File: src/rtl/start_stop_counter_gen.sv
// Start/stop counter: debounced controls, prescaled run stepping, manual step, lap capture.
// Counts up or down within 0..MAX_COUNT and flags every wrap-around with a one-cycle pulse.
module start_stop_counter_gen #(
    parameter int unsigned WIDTH           = 4,
    parameter int unsigned MAX_COUNT       = 2**WIDTH - 1,
    parameter int unsigned TICK_DIV        = 10,
    parameter int unsigned DEBOUNCE_CYCLES = 4
) (
    input  logic             clk,
    input  logic             rst,
    input  logic             start_stop,
    input  logic             button,
    input  logic             switch,
    output logic [WIDTH-1:0] out,
    output logic [WIDTH-1:0] lap,
    output logic             running,
    output logic             wrap
);

    localparam int unsigned PW = (TICK_DIV > 1) ? $clog2(TICK_DIV) : 1;
    localparam int unsigned DW = $clog2(DEBOUNCE_CYCLES + 1);
    localparam logic [PW-1:0]    TickLast = PW'(TICK_DIV - 1);
    localparam logic [DW-1:0]    DebLast  = DW'(DEBOUNCE_CYCLES - 1);
    localparam logic [WIDTH-1:0] MaxCnt   = WIDTH'(MAX_COUNT);

    typedef enum logic {StStop, StRun} state_e;

    // Bit 0: start_stop, bit 1: button, bit 2: switch.
    logic [2:0]    sync1_q, sync2_q;
    logic [1:0]    deb_q, deb_d, deb_prev_q;
    logic [DW-1:0] cnt_q [2];
    logic [DW-1:0] cnt_d [2];

    state_e           state_q, state_d;
    logic [PW-1:0]    presc_q, presc_d;
    logic [WIDTH-1:0] out_q, out_d;
    logic [WIDTH-1:0] lap_q, lap_d;
    logic             wrap_q, wrap_d;

    logic ss_p, btn_p, dir_up, tick, step_en;

    assign ss_p   = deb_q[0] & ~deb_prev_q[0];
    assign btn_p  = deb_q[1] & ~deb_prev_q[1];
    assign dir_up = sync2_q[2];
    assign tick   = (state_q == StRun) && (presc_q == TickLast);

    // Counter only advances while the synced sample disagrees; level flips on the Nth disagreement.
    always_comb begin
        for (int i = 0; i < 2; i++) begin
            deb_d[i] = deb_q[i];
            cnt_d[i] = '0;
            if (sync2_q[i] != deb_q[i]) begin
                if (cnt_q[i] == DebLast) begin
                    deb_d[i] = ~deb_q[i];
                end else begin
                    cnt_d[i] = cnt_q[i] + 1'b1;
                end
            end
        end
    end

    // All decisions use the pre-transition state, so simultaneous events combine.
    always_comb begin
        state_d = state_q;
        presc_d = '0;
        lap_d   = lap_q;
        step_en = 1'b0;
        unique case (state_q)
            StStop: begin
                step_en = btn_p;
                if (ss_p) begin
                    state_d = StRun;
                end
            end
            StRun: begin
                step_en = tick;
                if (btn_p) begin
                    lap_d = out_q;
                end
                if (ss_p) begin
                    state_d = StStop;
                end else if (!tick) begin
                    presc_d = presc_q + 1'b1;
                end
            end
            default: state_d = StStop;
        endcase
    end

    always_comb begin
        out_d  = out_q;
        wrap_d = 1'b0;
        if (step_en) begin
            if (dir_up) begin
                // >= also recovers from an out-of-range value.
                if (out_q >= MaxCnt) begin
                    out_d  = '0;
                    wrap_d = 1'b1;
                end else begin
                    out_d = out_q + 1'b1;
                end
            end else begin
                if (out_q == '0) begin
                    out_d  = MaxCnt;
                    wrap_d = 1'b1;
                end else begin
                    out_d = out_q - 1'b1;
                end
            end
        end
    end

    always_ff @(posedge clk) begin
        if (rst) begin
            sync1_q    <= '0;
            sync2_q    <= '0;
            deb_q      <= '0;
            deb_prev_q <= '0;
            cnt_q[0]   <= '0;
            cnt_q[1]   <= '0;
            state_q    <= StStop;
            presc_q    <= '0;
            out_q      <= '0;
            lap_q      <= '0;
            wrap_q     <= 1'b0;
        end else begin
            sync1_q    <= {switch, button, start_stop};
            sync2_q    <= sync1_q;
            deb_q      <= deb_d;
            deb_prev_q <= deb_q;
            cnt_q[0]   <= cnt_d[0];
            cnt_q[1]   <= cnt_d[1];
            state_q    <= state_d;
            presc_q    <= presc_d;
            out_q      <= out_d;
            lap_q      <= lap_d;
            wrap_q     <= wrap_d;
        end
    end

    assign out     = out_q;
    assign lap     = lap_q;
    assign running = (state_q == StRun);
    assign wrap    = wrap_q;

endmodule

File: config.mk
export PLATFORM = sky130hd
export DESIGN_NAME = start_stop_counter_gen
export DESIGN_NICKNAME = d
export VERILOG_FILES = /design/src/rtl/start_stop_counter_gen.sv
export SDC_FILE = /design/constraint.sdc
export NUM_CORES = 1
export LEC_CHECK = 0
export CORE_UTILIZATION = 43
export CTS_BUF_LIST = sky130_fd_sc_hd__clkbuf_8
export CTS_CLUSTER_SIZE = 14
export DETAILED_ROUTE_END_ITERATION = 16
export PLACE_DENSITY = 0.7
export RECOVER_POWER = 50
export SKIP_LAST_GASP = 1
export SLEW_MARGIN = 5
export SYNTH_ARGS = -nofsm -noshare
export SYNTH_HDL_FRONTEND = slang
export SYNTH_SLANG_ARGS = --single-unit
export TNS_END_PERCENT = 30
File: constraint.sdc
create_clock -name clk -period 1.95 [get_ports clk]
set_clock_uncertainty 0.05 [all_clocks]
set_input_delay 0.2925 -clock clk [delete_from_list [all_inputs] [get_ports clk]]
set_output_delay 0.2925 -clock clk [all_outputs]
set_load 0.01 [all_outputs]
==> summary.md <==
| Metric | Value |
|---|---|
| Initial antenna violation count | `0` |
| Post_cts resized | `0` |
| Cell Int Power | `0.917 mW` |
| Critical Path RT | `1610 ps` |
| Total grt overflow | `0` |
| Post-route ant nets | `0` |
| IO buf count | `14` |
| Maxcap violations | `0` |
| Setup violations, final | `0` |
| Total CTS buffers | `5` |
| Cts hold-fix bufs | `0` |
| CP max stage delay | `600 ps` |
| Synth-to-layout area growth | `22.8%` |
| CTS H-Tree Depth | `2` |
| Hold violation count in the final report | `0` |
| Clk root buf | `clkbuf_8` |
| Total power | `1.16 mW` |
| First-pass GRT wire length | `3200 um` |
| Cell total after placement | `165` |
| Tmin final | `1690 ps` |
| Die Y | `54.4 um` |
| Power Density | `802 nW/um2` |
| Critical path startpoint category | `register` |
| Yosys warns | `0` |
| First drt pass iteration count | `2` |
| Crit path max-delay cell type | `clkdlybuf4s50_1` |
| Max Clock Freq | `592 MHz` |
| GPL Wtd Cong | `0.698` |
| Most frequent cells in the layout | `dfxtp_1 (30), nor2_1 (26), clkdlybuf4s50_1 (13), nor2b_1 (8), ha_1 (8)` |
| Net switching power | `0.243 mW` |
| Worst-path cell chain | `clkdlybuf4s50_1` |
| Mapped cell area | `1180 um2` |
| CP Max Fanout | `8` |
| Fin crit share | `0.866` |
| Die Area | `2950 um2` |
| Bufs on Longest Clock Path | `2` |
| Post-synthesis instance total | `122` |
| Yosys reg bits | `30` |
| Share of post-route cells with drive strength above 1 | `0.0909` |
| Yosys cell types | `27` |
| Placed Area | `1360 um2` |
| CP Class | `register to output port` |
| CTS tree | `built` |
| Max VDD drop | `0.000779 V` |
| Slew headroom | `0.451` |
| Logic pwr share | `0.023` |
| Postcts setup bufs | `0` |
| Vias in the first global route | `761` |
| Layout Nets | `155` |
| Slew @ Worst Pin | `824 ps` |
| DRC viols | `0` |
| RSZ-0062 raised after global routing | `false` |
| Crit path max-delay family | `buffers and inverters` |
| Vias per Instance | `4.86` |
| Routed WL | `1910 um` |
| CP bufs+invs | `1` |
| CP Launch Point | `out[3]$_SDFFE_PP0P_` |
| Syn avg cell area | `9.66 um2` |
| Post-detail-place hpwl | `1370 um` |
| Final cell count without fillers | `173` |
| Core ar. | `2520 um2` |
| Die width | `54.4 um` |
| Wire per inst | `11.0 um` |
| Clk pin slew, worst setup/hold paths | `70 ps` |
| Pin count of the biggest net entering global routing | `20` |
| Sw Share | `0.210` |
| Status | `finished, final reports clean` |
| Pleak | `0.533 nW` |
| Max-slew violations | `0` |
| HP Start | `cnt_q[0][3]$_SDFF_PP0_` |
| Initial DRC Count | `8` |
| Total GRT Usage | `0.158` |
| Clock power share | `0.440` |
| R2R Path Start | `out[1]$_SDFFE_PP0P_` |
| Clock Sinks | `30` |
| Setup TNS | `0 ps` |
| CP Data Arrival Time | `1350 ps` |
| Post-synthesis sequential area ratio | `0.510` |
| I/O pin count | `15` |
| Layout fillers | `240` |
| Clk Latency, worst-skew pair | `270 ps` |
| Final Util | `0.574` |
| Vias | `841` |
| CP Capture Type | `output port` |
| Hold Path Class | `register to register` |
| Rows | `18` |
| Seq pwr share | `0.537` |
| Ant. Diodes | `0` |
| Final Cell Area | `1450 um2` |
| Syn nets | `135` |
| Commonest non-fill, non-tap cell in the layout | `dfxtp_1` |
| Starting Density | `0.467` |
## layout make-up
class | instances | area (um2) | share of cell area
clock buffers | 6 | 82.6 | 0.0570
clock inverters | 2 | 12.5 | 0.00864
inverters | 9 | 33.8 | 0.0233
multi-input cells | 81 | 537 | 0.371
flip-flops and latches | 30 | 601 | 0.415
well taps | 30 | 37.5 | 0.0259
repair buffers | 15 | 144 | 0.0994
## final timing paths
kind	endpoint	slack, ps	depth (start not counted)
min reg2reg	cnt_q[0][3]$_SDFF_PP0_	370	1
max	out[3]	260	1
min	cnt_q[0][3]$_SDFF_PP0_	370	1
max reg2reg	out[3]$_SDFFE_PP0P_	370	5
## power groups by stage
| stage | combinational (mW) | clock, mW | sequential [mW] |
|---|---|---|---|
| after floorplan | 0.0156 | 0 | 0.636 |
| after detailed placement | 0.0283 | 0 | 0.637 |
| final | 0.0266 | 0.510 | 0.623 |
| after global routing | 0.0295 | 0.553 | 0.624 |
| after CTS | 0.0282 | 0.529 | 0.623 |
| after global placement | 0.0276 | 0 | 0.637 |
## sequential cells by signal (all words and copies together), names as in the netlist
signal and cells:
lap 4, sync1_q 3, out 4, cnt_q 6, sync2_q 3, deb_q 2
presc_q 4, wrap 1, running 1, deb_prev_q 2
## layer usage
layer / track usage / wire length, um / up-vias
li1: - / - / 438
met1: 0.187 / 922 / 388
met2: 0.244 / 913 / 15
met3: 0.0750 / 74 / 0
met4: 0.0641 / 0 / 0
met5: 0 / 0 / -
## synthesized netlist by cell type
library cell  number  area, um2
a211oi_1           1       7.51
a21o_1             1       7.51
a21oi_1            7       35.0
a311oi_2           1       15.0
and4_2             1       10.0
clkbuf_1           2       7.51
dfxtp_1           30        601
ha_1               8        100
inv_1              7       26.3
inv_2              2       7.51
mux2i_1            5       50.1
nand2_1            2       7.51
nand2b_1           1       6.26
nand3_1            1       5.00
nand3b_1           1       7.51
nand4b_1           2       17.5
nor2_1            26       97.6
nor2b_1            8       50.1
nor3_1             1       5.00
nor4b_1            1       8.76
o21ai_0            2       10.0
or2_2              1       6.26
or3_1              2       12.5
or3b_1             1       8.76
or4_1              1       7.51
xnor2_1            5       43.8
xor2_1             2       17.5
## cells by family (layout without fill, tap and decap cells)
group                    Yosys count  after routing  synth area share
flip-flops                        30             30             0.510
buffers and inverters             11             32            0.0350
adder cells (fa/ha/maj)            8              8            0.0849
AND/OR/NAND/NOR                   49             49             0.212
XOR/XNOR                           7              7            0.0520
AO/OA/AOI/OAI                     12             12            0.0637
multiplexers                       5              5            0.0425
## metrics by stage
stage | setup slack (ps) | hold WS, ps
final | 260 | 373
after floorplan | 471 | 349
after CTS | 241 | 376
after global routing | 180 | 391
after global placement | 486 | 358
after detailed placement | 394 | 366
Note: power is estimated with default switching activity, not from simulation.
